<file path="src/rtl/tone_decoder_if.sv">
// Tone decoder bus: square-wave input and decoded note outputs.
// master is the decoder side, slave is the tone source / display side.
interface tone_decoder_if #(
  parameter int CNT_W = 13
) ();
  logic             tone_in;
  logic             note_valid;
  logic [2:0]       note_idx;
  logic [7:0]       note_onehot;
  logic             note_start;
  logic [CNT_W-1:0] period;

  modport master (
    input  tone_in,
    output note_valid,
    output note_idx,
    output note_onehot,
    output note_start,
    output period
  );

  modport slave (
    output tone_in,
    input  note_valid,
    input  note_idx,
    input  note_onehot,
    input  note_start,
    input  period
  );
endinterface

</file>
<file path="src/rtl/tone_decoder.sv">
// Period-measuring note decoder for the piano tone path.
// Locks onto one of 8 scale notes after MATCH_N matching periods.
module tone_decoder #(
  parameter int CNT_W   = 13,
  parameter int TOL     = 16,
  parameter int MATCH_N = 3,
  parameter int TIMEOUT = 4500
) (
  input  logic           clk,
  input  logic           rst,
  tone_decoder_if.master bus
);
  localparam int RUN_W = $clog2(MATCH_N + 1);
  localparam int TABLE [8] = '{
    3817, 3400, 3030, 2865,
    2551, 2272, 2024, 1911
  };
  localparam logic [CNT_W-1:0] CNT_MAX = '1;
  localparam logic [CNT_W-1:0] CNT_TO  = CNT_W'(TIMEOUT);

  typedef enum logic [1:0] {
    SILENT,
    ARMED,
    TRACK,
    LOCKED
  } state_e;

  state_e           state_q;
  logic             s1_q;
  logic             s2_q;
  logic             s3_q;
  logic [CNT_W-1:0] cnt_q;
  logic [CNT_W-1:0] period_q;
  logic [RUN_W-1:0] run_q;
  logic [2:0]       cand_q;
  logic [2:0]       idx_q;
  logic [7:0]       onehot_q;
  logic             valid_q;
  logic             start_q;

  logic             rise;
  logic             timeout;
  logic             hit;
  logic [2:0]       hit_idx;
  logic [2:0]       cand_d;
  logic [RUN_W-1:0] run_d;
  logic             lock;
  logic [CNT_W-1:0] cnt_d;

  assign rise    = s2_q & ~s3_q;
  assign timeout = (cnt_q == CNT_TO);

  // Windows never overlap while TOL < 56, so the first hit is the only one.
  always_comb begin
    hit     = 1'b0;
    hit_idx = '0;
    for (int i = 0; i < 8; i++) begin
      if (!hit &&
          int'(cnt_q) >= TABLE[i] - TOL &&
          int'(cnt_q) <= TABLE[i] + TOL) begin
        hit     = 1'b1;
        hit_idx = 3'(i);
      end
    end
  end

  always_comb begin
    cand_d = cand_q;
    run_d  = '0;
    if (hit && hit_idx == cand_q) begin
      if (int'(run_q) >= MATCH_N) begin
        run_d = run_q;
      end else begin
        run_d = run_q + RUN_W'(1);
      end
    end else if (hit) begin
      cand_d = hit_idx;
      run_d  = RUN_W'(1);
    end
  end

  assign lock = (int'(run_d) == MATCH_N);

  // Saturate so a long gap can never wrap into a table window.
  assign cnt_d = (cnt_q == CNT_MAX) ? cnt_q
                                    : cnt_q + CNT_W'(1);

  always_ff @(posedge clk) begin
    if (rst) begin
      state_q  <= SILENT;
      s1_q     <= 1'b0;
      s2_q     <= 1'b0;
      s3_q     <= 1'b0;
      cnt_q    <= '0;
      period_q <= '0;
      run_q    <= '0;
      cand_q   <= '0;
      idx_q    <= '0;
      onehot_q <= '0;
      valid_q  <= 1'b0;
      start_q  <= 1'b0;
    end else begin
      s1_q    <= bus.tone_in;
      s2_q    <= s1_q;
      s3_q    <= s2_q;
      start_q <= 1'b0;
      unique case (state_q)
        SILENT: begin
          if (rise) begin
            state_q <= ARMED;
            cnt_q   <= CNT_W'(1);
          end
        end
        ARMED, TRACK, LOCKED: begin
          if (rise) begin
            cnt_q    <= CNT_W'(1);
            period_q <= cnt_q;
            run_q    <= run_d;
            cand_q   <= cand_d;
            if (state_q != ARMED && lock) begin
              state_q  <= LOCKED;
              valid_q  <= 1'b1;
              idx_q    <= cand_d;
              onehot_q <= 8'b1 << cand_d;
              start_q  <= (state_q != LOCKED);
            end else begin
              state_q  <= TRACK;
              valid_q  <= 1'b0;
              idx_q    <= '0;
              onehot_q <= '0;
            end
          end else if (timeout) begin
            state_q  <= SILENT;
            cnt_q    <= '0;
            run_q    <= '0;
            cand_q   <= '0;
            valid_q  <= 1'b0;
            idx_q    <= '0;
            onehot_q <= '0;
          end else begin
            cnt_q <= cnt_d;
          end
        end
        default: state_q <= SILENT;
      endcase
    end
  end

  assign bus.note_valid  = valid_q;
  assign bus.note_idx    = idx_q;
  assign bus.note_onehot = onehot_q;
  assign bus.note_start  = start_q;
  assign bus.period      = period_q;
endmodule
</file>
<file path="src/flat_wrapper.sv">
// flat-port wrapper written by rule: the top's interface ports become plain ports
module tone_decoder_flat 
#(
  parameter int CNT_W   = 13,
  parameter int TOL     = 16,
  parameter int MATCH_N = 3,
  parameter int TIMEOUT = 4500
)
  (clk, rst, bus_tone_in, bus_note_valid, bus_note_idx, bus_note_onehot, bus_note_start, bus_period);
  tone_decoder_if #(.CNT_W(CNT_W)) bus_i ();
  input  logic clk;
  input  logic rst;
  input wire logic [$bits(bus_i.tone_in)-1:0] bus_tone_in;
  output wire logic [$bits(bus_i.note_valid)-1:0] bus_note_valid;
  output wire logic [$bits(bus_i.note_idx)-1:0] bus_note_idx;
  output wire logic [$bits(bus_i.note_onehot)-1:0] bus_note_onehot;
  output wire logic [$bits(bus_i.note_start)-1:0] bus_note_start;
  output wire logic [$bits(bus_i.period)-1:0] bus_period;
  assign bus_i.tone_in = bus_tone_in;
  assign bus_note_valid = bus_i.note_valid;
  assign bus_note_idx = bus_i.note_idx;
  assign bus_note_onehot = bus_i.note_onehot;
  assign bus_note_start = bus_i.note_start;
  assign bus_period = bus_i.period;
  tone_decoder #(.CNT_W(CNT_W), .TOL(TOL), .MATCH_N(MATCH_N), .TIMEOUT(TIMEOUT)) u_core (.clk(clk), .rst(rst), .bus(bus_i));
endmodule
</file>
<file path="config.mk">
export PLATFORM = sky130hd
export DESIGN_NAME = tone_decoder_flat
export DESIGN_NICKNAME = d
export VERILOG_FILES = /design/src/rtl/tone_decoder_if.sv /design/src/rtl/tone_decoder.sv /design/src/flat_wrapper.sv
export SDC_FILE = /design/constraint.sdc
export NUM_CORES = 1
export LEC_CHECK = 0
export ABC_AREA = 1
export CAP_MARGIN = 0
export CORE_MARGIN = 2
export CORE_UTILIZATION = 52
export DETAILED_ROUTE_END_ITERATION = 10
export HOLD_SLACK_MARGIN = 0.05
export PLACE_DENSITY_LB_ADDON = 0.08
export SKIP_CTS_REPAIR_TIMING = 1
export SLEW_MARGIN = 20
export SYNTH_ARGS = -nofsm -noshare
export SYNTH_HDL_FRONTEND = slang
export SYNTH_SLANG_ARGS = --single-unit
</file>
<file path="constraint.sdc">
create_clock -name clk -period 1.98 [get_ports clk]
set_input_delay 0.198 -clock clk [delete_from_list [all_inputs] [get_ports clk]]
set_output_delay 0.198 -clock clk [all_outputs]
set_load 0.05 [all_outputs]
</file>
==> results.cfg <==
[outcome]
status = complete, but fails checks
violations = negative setup slack

[die]
core_area_um2 = 5470
ioPinCount = 29
die_area_um2 = 6270
initial_utilization = 0.537
rows = 27
fp.dieH_um = 79.2
fp.dieW_um = 79.2

[logic_synthesis]
synth_fp_nets = 456
yosysTopAreaCell = dfxtp_1
synth_top_area_share = 0.334
syn_avg_cell_area_um2 = 6.53
synthTopCellsByArea = dfxtp_1 (33%), nand2_1 (14%), a21oi_1 (8.3%)
ys_ff_latch = 49
syn_area_um2 = 2940
yosysSeqAreaShare = 0.334
syn-instance-count = 450
yosys_warnings = 0
synth_cell_types = 34

[clock_tree]
clk_latency_ns = 0.31
htreeDepth = 2
clkSlewWorstSetupHoldPaths_ns = 0.10
cts_buffers = 5
cts_tree = done
cts-root-buf = clkbuf_8
clock_path_buffers = 2
clock_sinks = 49

[placed_design]
gp_congestion = 0.996
hpwl_mm = 6.77
io_buffers = 28
place_ws_ns = -0.345

[timing]
slew_viol_final = 0
rsz0062_at_grt = yes
fin_setup_tns_ns = -7.27
post-route-period-util = 1.21
finalHoldViolCount = 0
finalSetupViolCount = 28
worst_pin_slew_ns = 0.519
fmax_ghz = 0.416
relSlewSlack = 0.653
fin_skew_ns = 0.0113
holdWs_ns = 0.407
period_minus_slack_ns = 2.40
worst_slack_ns = -0.423

[worst_setup_path]
reg2reg_depth = 14
end_kind = register
r2r-start = u_core.cnt_q[9]$_SDFFE_PP0P_
timing.rr.end = u_core.bus.note_valid$_SDFFE_PP0P_
critPathMaxStageDelay_ns = 0.37
critical-path-top-delay-family = simple AND/OR/NAND/NOR gates
path_buf_inv = 2
worstSetupPathType = reg2reg
crit_path_cell_trace = nor2_1, inv_1, o21ai_1, nand3_1, nand2_4, nand3_2, nand2_2, nand3_2, nor2_4, nand3_4, nor2_4, buf_6, a21oi_2, nor2_1
critPathLaunchType = register
crit_fanout = 6
required_ns = 2.22
reg2reg_slack_ns = -0.42
critPathSlowestCell = dfxtp_2
arrival_ns = 2.65

[job]
max_cap_violations = 0

[routing]
vias = 3544
drtPass1Iterations = 5
drc_errors = 0
viasPerCell = 5.57
drt_wl_total_mm = 9.86
ant_nets = 0
avgRoutedWirePerCell_um = 15.5
drt_iter0_drc = 386

[power_and_ir_drop]
leakage_nw = 1.93
power.density_nw_per_um2 = 431
p_total_w = 0.00191
vdd_ir_drop_max_mv = 0.294

[finish]
finalNetCount = 570
drive_above_1_share = 0.397
antenna_cells = 0
syn_to_final_growth_pct = 50.7
n_fill_cell = 376

[worst_hold_path]
hp-class = in2reg
whs_path_depth = 3
hold_start = bus_tone_in
hold_end = u_core.s1_q$_SDFF_PP0_

[global_routing]
grt_pass1_vias = 3047
antenna_found_initial = 0
grt_pass1_wl_mm = 14.3
grt_usage = 0.289
grt.overflow.total = 0
grt_start_max_net_pins = 31
flip-flops by register name, indices dropped and copies added, names as in the netlist:
register and cells:
u_core.bus.period 13, u_core.state_q 2, u_core.run_q 2, u_core.s2_q 1, u_core.cand_q 3, u_core.bus.note_onehot 8, u_core.bus.note_idx 3, u_core.s3_q 1
u_core.s1_q 1, u_core.cnt_q 13, u_core.bus.note_valid 1, u_core.bus.note_start 1
how the worst max path moves through the flow:
stage | startpoint | end | slack, ns | depth (start not counted)
final | u_core.cnt_q[9]$_SDFFE_PP0P_ | u_core.bus.note_valid$_SDFFE_PP0P_ | -0.42 | 14
after global routing | u_core.cnt_q[1]$_SDFFE_PP0P_ | u_core.bus.note_valid$_SDFFE_PP0P_ | -0.60 | 15
after CTS | u_core.cnt_q[8]$_SDFFE_PP0P_ | u_core.cnt_q[10]$_SDFFE_PP0P_ | -0.43 | 13
after detailed placement | u_core.cnt_q[1]$_SDFFE_PP0P_ | u_core.bus.note_valid$_SDFFE_PP0P_ | -0.34 | 17
after global placement | u_core.cnt_q[8]$_SDFFE_PP0P_ | u_core.cnt_q[7]$_SDFFE_PP0P_ | -0.38 | 10
after floorplan | u_core.cnt_q[1]$_SDFFE_PP0P_ | u_core.bus.note_onehot[7]$_SDFFE_PP0P_ | -0.001 | 16
power by group:
part           total, W  internal, W  switching (W)
registers       0.00101     0.000996      0.0000115
logic          0.000192    0.0000786       0.000113
clock network  0.000708     0.000368       0.000341
total           0.00191      0.00144       0.000465
cells in the mapped netlist (all sizes together):
library cell,instances
nand4,13
and3,2
o21a,1
nand2,122
nand3,39
dfxtp,49
ha,3
nor3,15
a21boi,1
clkbuf,7
nand3b,2
a21oi,49
nor2,62
o21bai,1
inv,45
o21ai,24
nor4,1
a311oi,2
buf,9
and2,1
clkinv,1
a2111oi,1
layout by cell type (no fill, tap or decap), types with 2 or more instances in the layout:
| cell type | instances |
|---|---|
| nand2_1 | 90 |
| buf_4 | 89 |
| a21oi_1 | 41 |
| nor2_1 | 38 |
| dfxtp_1 | 37 |
| inv_1 | 28 |
| clkdlybuf4s50_1 | 28 |
| nand3_1 | 27 |
| nand2_2 | 24 |
| o21ai_0 | 19 |
| nor2_4 | 15 |
| inv_2 | 13 |
| nand4_1 | 12 |
| nand3_2 | 11 |
| nor2_2 | 10 |
| dfxtp_2 | 9 |
| nand2_4 | 8 |
| nor3_1 | 8 |
| a21oi_2 | 8 |
| clkbuf_8 | 5 |
| inv_4 | 4 |
| nor3_2 | 4 |
| buf_6 | 4 |
| nor3_4 | 3 |
| o21ai_1 | 3 |
| dfxtp_4 | 3 |
| clkinv_2 | 2 |
| nand3b_1 | 2 |
| and3_1 | 2 |
| ha_1 | 2 |
metrics by stage:
stage                     instances  cell area, um2  utilization
after detailed placement        614            3850        0.704
after floorplan                 450            2960            -
after CTS                       621            3960        0.723
after global placement          614            3850        0.704
after global routing            636            4430        0.809
final                           636            4430        0.809
metal layers:
metal / track usage / vias to the layer above / share of wire
li1: - / 1705 / -
met5: 0 / - / 0
met3: 0.0511 / 36 / 0.078
met2: 0.452 / 194 / 0.45
met1: 0.410 / 1609 / 0.44
met4: 0.0741 / 0 / 0.028
layout make-up:
class | instances | area [um2] | share of cell area
multi-input combinational | 340 | 2030 | 0.459
timing repair buffer | 122 | 1010 | 0.229
sequential | 49 | 1000 | 0.227
inverter | 46 | 184 | 0.0415
tap | 72 | 90.1 | 0.0204
clock buffer | 5 | 68.8 | 0.0155
clock inverter | 2 | 35.0 | 0.00791
kinds of logic after synthesis:
group	synth area share
simple gates	0.420
compound gates	0.144
buf+inv	0.0903
flops	0.334
fa+ha+maj	0.0128
tightest hold or removal path: cells and delay by family:
kind / cells / cell delay (ns)
simple gates: 1 / 0.03
buf+inv: 2 / 0.45
Note: power is estimated with default switching activity, not from simulation.
